### src/rtl/serial_pkg.sv
// rtl/serial_pkg.sv - shared state encoding and line levels for the serial transmitter
package serial_pkg;

  typedef enum logic [1:0] {
    IDLE  = 2'd0,
    START = 2'd1,
    DATA  = 2'd2,
    STOP  = 2'd3
  } state_e;

  localparam logic IDLE_LEVEL  = 1'b1;
  localparam logic START_LEVEL = 1'b0;

endpackage

### src/rtl/bit_timer.sv
// rtl/bit_timer.sv - free-running bit-period counter, ticks on the last cycle of each bit
module bit_timer #(
  parameter int unsigned CLKS_PER_BIT = 4
) (
  input  logic clk,
  input  logic reset,
  input  logic clear,
  output logic tick
);

  localparam int unsigned   CW   = (CLKS_PER_BIT > 1) ? $clog2(CLKS_PER_BIT) : 1;
  localparam logic [CW-1:0] LAST = CW'(CLKS_PER_BIT - 1);

  logic [CW-1:0] count_q, count_d;

  assign tick = (count_q == LAST);

  // Wrapping on tick keeps consecutive data bits aligned without an explicit clear.
  always_comb begin
    count_d = count_q + 1'b1;
    if (clear || tick) begin
      count_d = '0;
    end
  end

  always_ff @(posedge clk) begin
    if (reset) begin
      count_q <= '0;
    end else begin
      count_q <= count_d;
    end
  end

endmodule

### src/rtl/serial_tx.sv
// rtl/serial_tx.sv - parallel-in, serial-out frame transmitter (start, data, stop)
module serial_tx
  import serial_pkg::*;
#(
  parameter int unsigned DATA_WIDTH   = 8,
  parameter int unsigned CLKS_PER_BIT = 4,
  parameter bit          LSB_FIRST    = 1'b1
) (
  input  logic                  clk,
  input  logic                  reset,
  input  logic [DATA_WIDTH-1:0] data_in,
  input  logic                  valid,
  output logic                  ready,
  output logic                  tx,
  output logic                  busy,
  output logic                  done
);

  localparam int unsigned    BCW      = (DATA_WIDTH > 1) ? $clog2(DATA_WIDTH) : 1;
  localparam logic [BCW-1:0] LAST_BIT = BCW'(DATA_WIDTH - 1);

  state_e                state_q, state_d;
  logic [DATA_WIDTH-1:0] shift_q, shift_d, shift_adv;
  logic [BCW-1:0]        bit_cnt_q, bit_cnt_d;
  logic                  tx_q, tx_d;
  logic                  done_q, done_d;
  logic                  tick, accept, timer_clear;

  function automatic logic out_bit(input logic [DATA_WIDTH-1:0] v);
    return LSB_FIRST ? v[0] : v[DATA_WIDTH-1];
  endfunction

  assign ready       = (state_q == IDLE);
  assign busy        = ~ready;
  assign tx          = tx_q;
  assign done        = done_q;
  assign accept      = valid & ready;
  assign shift_adv   = LSB_FIRST ? (shift_q >> 1) : (shift_q << 1);
  assign timer_clear = accept | (state_d != state_q);

  bit_timer #(
    .CLKS_PER_BIT(CLKS_PER_BIT)
  ) u_bit_timer (
    .clk  (clk),
    .reset(reset),
    .clear(timer_clear),
    .tick (tick)
  );

  // tx_d anticipates the level of the next cycle so the line comes straight from a flop.
  always_comb begin
    state_d   = state_q;
    shift_d   = shift_q;
    bit_cnt_d = bit_cnt_q;
    tx_d      = tx_q;
    done_d    = 1'b0;
    case (state_q)
      IDLE: begin
        if (valid) begin
          state_d   = START;
          shift_d   = data_in;
          bit_cnt_d = '0;
          tx_d      = START_LEVEL;
        end
      end
      START: begin
        if (tick) begin
          state_d = DATA;
          tx_d    = out_bit(shift_q);
        end
      end
      DATA: begin
        if (tick) begin
          if (bit_cnt_q == LAST_BIT) begin
            state_d = STOP;
            tx_d    = IDLE_LEVEL;
          end else begin
            shift_d   = shift_adv;
            bit_cnt_d = bit_cnt_q + 1'b1;
            tx_d      = out_bit(shift_adv);
          end
        end
      end
      STOP: begin
        if (tick) begin
          state_d = IDLE;
          tx_d    = IDLE_LEVEL;
          done_d  = 1'b1;
        end
      end
      default: begin
        state_d = IDLE;
        tx_d    = IDLE_LEVEL;
      end
    endcase
  end

  always_ff @(posedge clk) begin
    if (reset) begin
      state_q   <= IDLE;
      shift_q   <= '0;
      bit_cnt_q <= '0;
      tx_q      <= IDLE_LEVEL;
      done_q    <= 1'b0;
    end else begin
      state_q   <= state_d;
      shift_q   <= shift_d;
      bit_cnt_q <= bit_cnt_d;
      tx_q      <= tx_d;
      done_q    <= done_d;
    end
  end

endmodule
### config.mk
export PLATFORM = sky130hd
export DESIGN_NAME = serial_tx
export DESIGN_NICKNAME = d
export VERILOG_FILES = /design/src/rtl/serial_pkg.sv /design/src/rtl/bit_timer.sv /design/src/rtl/serial_tx.sv
export SDC_FILE = /design/constraint.sdc
export NUM_CORES = 1
export LEC_CHECK = 0
export BUFFER_PORTS_ARGS = -buffer_cell sky130_fd_sc_hd__buf_2
export CORE_MARGIN = 2
export CORE_UTILIZATION = 50
export DETAILED_ROUTE_END_ITERATION = 16
export PLACE_DENSITY = 0.73
export REMOVE_ABC_BUFFERS = 1
export SETUP_SLACK_MARGIN = 0.15
export SYNTH_ARGS = -nofsm -noshare
export SYNTH_HDL_FRONTEND = slang
export SYNTH_SLANG_ARGS = --single-unit
### constraint.sdc
create_clock -name clk -period 2.6 [get_ports clk]
set_clock_uncertainty 0.2 [all_clocks]
set_input_delay 0.26 -clock clk [delete_from_list [all_inputs] [get_ports clk]]
set_output_delay 0.26 -clock clk [all_outputs]
set_load 0.1 [all_outputs]
==> results of run 1 <==
-- flip-flops by register name, indices dropped and copies added, names as in the netlist --
signal / cells
bit_cnt_q: 3
done: 1
shift_q: 8
state_q: 2
tx: 1
u_bit_timer.count_q: 2
-- final timing paths --
check	to
setup / recovery	shift_q[3]$_SDFFE_PP0P_
hold / removal	shift_q[7]$_SDFFE_PP0P_
setup reg to reg	shift_q[3]$_SDFFE_PP0P_
hold reg to reg	u_bit_timer.count_q[0]$_SDFF_PP0_
-- worst max-delay path: stages (launching register included) --
cell,delay [ps]
dfxtp_1,390
ha_1,170
ha_1,190
and4bb_1,220
buf_4,160
or2_1,380
a211oi_2,220
-- cell families (layout without fill, tap and decap cells) --
kind of cell    after synthesis  after routing  synth area share (%)
compound gates               17             17                  18.7
xor+xnor                      1              1                  1.03
fa+ha+maj                     3              3                  4.43
buf+inv                      12             24                  9.14
flops                        17             17                  40.1
mux                           8              8                  9.44
simple gates                 25             25                  17.1
-- layer usage --
metal | share of wire [%] | wire length, um | track usage, % | vias to the layer above
met5 | 0 | 0 | 0 | -
met2 | 45 | 664 | 29.1 | 11
met4 | 1.3 | 19 | 7.06 | 0
met3 | 3.9 | 57 | 6.00 | 2
li1 | - | - | - | 327
met1 | 49 | 723 | 24.1 | 289
-- cell type report --
class                      instances  area, um^2  area share, %
timing repair buffer              17        92.6           10.1
tap                               16        20.0           2.17
clock buffer                       4        26.3           2.85
sequential                        17         340           37.0
multi-input combinational         54         430           46.7
inverter                           3        11.3           1.22
-- synth_stat cells (all sizes together) (2+ instances only) --
| cell | number |
|---|---|
| mux2i | 8 |
| inv | 3 |
| a22o | 2 |
| a21oi | 2 |
| nor3 | 9 |
| dfxtp | 17 |
| clkbuf | 2 |
| a211oi | 7 |
| nand2 | 2 |
| nor2 | 3 |
| buf | 7 |
| or2 | 2 |
| ha | 3 |
| o21ai | 2 |
| o211ai | 2 |
-- power groups by stage --
stage               Clock (mW)  Sequential [mW]  Combinational [mW]
floorplan                    0            0.301              0.0628
global placement             0            0.293              0.0962
detailed placement           0            0.293              0.0976
CTS                      0.144            0.287              0.0978
global route             0.156            0.289               0.106
finish                   0.136            0.287              0.0970
-- metrics by stage --
step | cells | power (mW)
after floorplan | 74 | 0.364
after detailed placement | 107 | 0.391
final | 111 | 0.520
after global placement | 107 | 0.389
after global routing | 111 | 0.552
after CTS | 111 | 0.529
==> results_dict.tcl, run 1 <==
set metrics [dict create \
    mostFrequentLayoutCell "dfxtp_1" \
    async_flop_share_pct 0 \
    power.switching_mw 0.151 \
    cp_data_arrival_time_ps 2020 \
    numPortBuffers 14 \
    final_max_slew_viol_count 0 \
    drc 0 \
    final_nets 110 \
    ys_warn_count 0 \
    rsz0062_at_grt "false" \
    timing.final.crit_share_pct 77.4 \
    status "finished, final reports clean" \
    die_x_um 45.2 \
    syn-instance-count 83 \
    detail_route.vias_per_cell 5.67 \
    routed-via-count 629 \
    rrSetupSlack_ps 590 \
    fin_tns_setup_ps 0 \
    fmax_mhz 497 \
    ys_ff_latch 17 \
    p_sw_share_pct 29.0 \
    grt-ovfl-total 0 \
    clock_path_buffers 2 \
    diodes 0 \
    cts.htree.levels 1 \
    synthTopCellsByArea "dfxtp_1, a211oi_2, mux2i_1" \
    grt_pass1_wl_um 2750 \
    placed_cell_area_um2 895 \
    p_int_mw 0.369 \
    hold_path_class "in2reg" \
    hold_viol_final 0 \
    cts_tree "built" \
    postCtsResizedCells 0 \
    routed_wl_um 1470 \
    rr_startpoint "bit_cnt_q[0]$_SDFFE_PP0P_" \
    synth-edff-count 0 \
    dpl.hpwl_um 1050 \
    first_pass_iters 4 \
    required_ps 2610 \
    die_y_um 45.2 \
    holdWs_ps 7.46 \
    cellPowerDensity_nw_per_um2 564 \
    numCtsBuffers 3 \
    drtAntennaViolNets 0 \
    critPathLaunch "bit_cnt_q[0]$_SDFFE_PP0P_" \
    cts_setup_buffers 0 \
    grt_pass1_vias 648 \
    area_delta_synth_final_pct 8.55 \
    tightest_slew_ps 488 \
    layout_common_cells "dfxtp_1, buf_2, nor3_1" \
    die-area_um2 2040 \
    grt_usage_pct 18.7 \
    seq_area_frac_synth_pct 40.1 \
    setup_violations 0 \
    pwr-share-clk_pct 26.1 \
    ys_types 31 \
    start_kind "flop" \
    synth_top_area_share_pct 40.1 \
    synth_area_um2 848 \
    core-area_um2 1540 \
    maxCapViolCount 0 \
    final_cell_area_um2 921 \
    ff2ff_path_depth 6 \
    grt_max_degree 17 \
    combinationalPowerShare_pct 18.7 \
    ios 15 \
    rows 14 \
    worstPathMaxFanout 10 \
    relSlewSlack_pct 67.7 \
    drt_iter0_drc 13 \
    peakVddDrop_mv 0.325 \
    syn_area_per_cell_um2 10.2 \
    critPathCaptureType "flop" \
    min-delay-start "data_in[7]" \
    fillCellCount 134 \
    wire_per_inst_um 13.2 \
    pre_cts_ws_ps 601 \
    cts_sinks 17 \
    whs_path_depth 3 \
    holdBufCountCts 0 \
    synth.largest_area_cell "dfxtp_1" \
    clk_pin_slew_worst_paths_ps 90 \
    p_leak_nw 0.378 \
    period_needed_ps 2010 \
    antenna_found_initial 0 \
    drive_gt1_share_pct 29.5 \
    clock_latency_ps 280 \
    clockRootBuffer "clkbuf_4" \
    synth_ff_type "dfxtp_1" \
    seq_power_share_pct 55.2 \
    setup.worst_path.class "reg2reg" \
    gp_congestion 0.773 \
    initial_utilization_pct 55.0 \
    setup_slack_ps 588 \
    utilization_pct 59.7 \
]
Note: power is estimated with default switching activity, not from simulation.
==> run 2, diff against run 1 <==
CORE_UTILIZATION = 47   (was 50)
PLACE_DENSITY = 0.72   (was 0.73)
clock period = 1.7 ns   (was 2.6 ns; I/O delays follow)
==> results_dict.tcl, run 2 (synthesis results as in run 1) <==
set metrics [dict create \
    worstPathMaxFanout 5 \
    clock_path_buffers 2 \
    timing.final.crit_share_pct 98.3 \
    grt_max_degree 17 \
    cts_sinks 17 \
    die-area_um2 2160 \
    drive_gt1_share_pct 45.2 \
    rrSetupSlack_ps 30 \
    clk_pin_slew_worst_paths_ps 100 \
    initial_utilization_pct 49.7 \
    rows 15 \
    grt_pass1_wl_um 3040 \
    die_y_um 46.5 \
    grt_usage_pct 20.2 \
    cts.htree.levels 1 \
    rsz0062_at_grt "true" \
    fmax_mhz 599 \
    mostFrequentLayoutCell "dfxtp_1" \
    wl_met3_um 64 \
    area_delta_synth_final_pct 29.9 \
    period_needed_ps 1670 \
    status "finished, final reports clean" \
    ios 15 \
    pwr-share-clk_pct 25.8 \
    tightest_slew_ps 487 \
    hold_viol_final 0 \
    highest_layer "met4" \
    p_sw_share_pct 30.4 \
    ff2ff_path_depth 6 \
    gp_congestion 0.805 \
    largest_register_ff_count 8 \
    power.switching_mw 0.260 \
    fin_tns_setup_ps 0 \
    grt-ovfl-total 0 \
    setup.worst_path.class "reg2reg" \
    fillCellCount 126 \
    critPathCaptureType "flop" \
    drt_iter0_drc 9 \
    seq_power_share_pct 51.3 \
    largest_register "shift_q" \
    reg2reg_to "bit_cnt_q[1]$_SDFFE_PP0P_" \
    routed-via-count 697 \
    start_kind "flop" \
    reg.largest.list "shift_q x8, bit_cnt_q x3" \
    stdcell_count 129 \
    relSlewSlack_pct 67.8 \
    antenna_found_initial 0 \
    routed_wl_um 1970 \
    p_int_mw 0.596 \
    min-delay-start "data_in[6]" \
    cp_data_arrival_time_ps 1660 \
    cts_tree "built" \
    grt_pass1_vias 740 \
    rr_startpoint "bit_cnt_q[1]$_SDFFE_PP0P_" \
    p_leak_nw 0.437 \
    cellPowerDensity_nw_per_um2 776 \
    dpl.hpwl_um 1190 \
    detail_route.vias_per_cell 5.40 \
    clock_latency_ps 290 \
    hold_path_class "in2reg" \
    peakVddDrop_mv 0.422 \
    drtAntennaViolNets 0 \
    holdWs_ps 42.6 \
    first_pass_iters 4 \
    whs_path_depth 3 \
    drc 0 \
    wire_per_inst_um 15.3 \
    final_max_slew_viol_count 0 \
    numCtsBuffers 3 \
    setup_slack_ps 29.6 \
    wl_met2_um 983 \
    combinationalPowerShare_pct 22.9 \
    setup_violations 0 \
    utilization_pct 64.5 \
    hold_end "shift_q[6]$_SDFFE_PP0P_" \
    die_x_um 46.5 \
    maxCapViolCount 0 \
    final_cell_area_um2 1100 \
    layout_common_cells "dfxtp_1, buf_2, buf_4" \
    clockRootBuffer "clkbuf_4" \
    core-area_um2 1710 \
    dp.cells 121 \
    pre_cts_ws_ps -87.4 \
    diodes 0 \
    met1_length_um 862 \
    final_nets 119 \
    required_ps 1690 \
    placed_cell_area_um2 973 \
    p_total_mw 0.856 \
    numPortBuffers 14 \
]
-- run 2: changes by cell type in the layout (fill, tap and decap cells not counted), sizes merged --
cell	delta
buf	+8
dlygate4sd3	+1
-- run 2: timing repair --
| item | CTS | global route |
|---|---|---|
| cloned | 1 | 0 |
| setup endpoints to repair | 15 | 15 |
| hold buffers | 1 | 0 |
| setup buffers | 2 | 0 |
| endpoints found under the hold margin | 1 | 0 |
| resized for setup | 16 | 4 |
| pin swaps | 8 | 0 |
-- run 2: worst max-delay path by stage --
stage | start | to | cells after the start
detailed placement | bit_cnt_q[0]$_SDFFE_PP0P_ | shift_q[1]$_SDFFE_PP0P_ | 5
CTS | bit_cnt_q[1]$_SDFFE_PP0P_ | bit_cnt_q[1]$_SDFFE_PP0P_ | 6
floorplan | state_q[1]$_SDFF_PP0_ | ready | 2
finish | bit_cnt_q[1]$_SDFFE_PP0P_ | bit_cnt_q[1]$_SDFFE_PP0P_ | 6
global placement | bit_cnt_q[0]$_SDFFE_PP0P_ | shift_q[6]$_SDFFE_PP0P_ | 5
global route | bit_cnt_q[1]$_SDFFE_PP0P_ | bit_cnt_q[1]$_SDFFE_PP0P_ | 6
-- run 2: per-layer routing --
metal | GRT usage, % | vias up
li1 | - | 349
met1 | 23.9 | 320
met2 | 32.2 | 21
met3 | 3.53 | 7
met4 | 14.9 | 0
met5 | 0 | -
-- run 2: worst max-delay path, cell delays in order, from the launching register on --
cell and delay, ps:
dfxtp_2 350, ha_4 160, ha_4 150, and4bb_1 310
buf_6 150, nor3_4 40, a22o_1 210
-- run 2: power groups by stage --
stage / Clock (mW) / Combinational, mW / Sequential [mW]
finish: 0.221 / 0.196 / 0.439
global route: 0.243 / 0.210 / 0.441
CTS: 0.219 / 0.193 / 0.437
detailed placement: 0 / 0.174 / 0.447
global placement: 0 / 0.170 / 0.445
floorplan: 0 / 0.0960 / 0.460
-- run 2: layout make-up --
type / count / area, um^2 / area share [%]
well taps: 25 / 31.3 / 2.84
multi-input cells: 54 / 487 / 44.2
flip-flops and latches: 17 / 344 / 31.2
repair buffers: 26 / 200 / 18.2
clock buffers: 4 / 26.3 / 2.38
inverters: 3 / 13.8 / 1.25
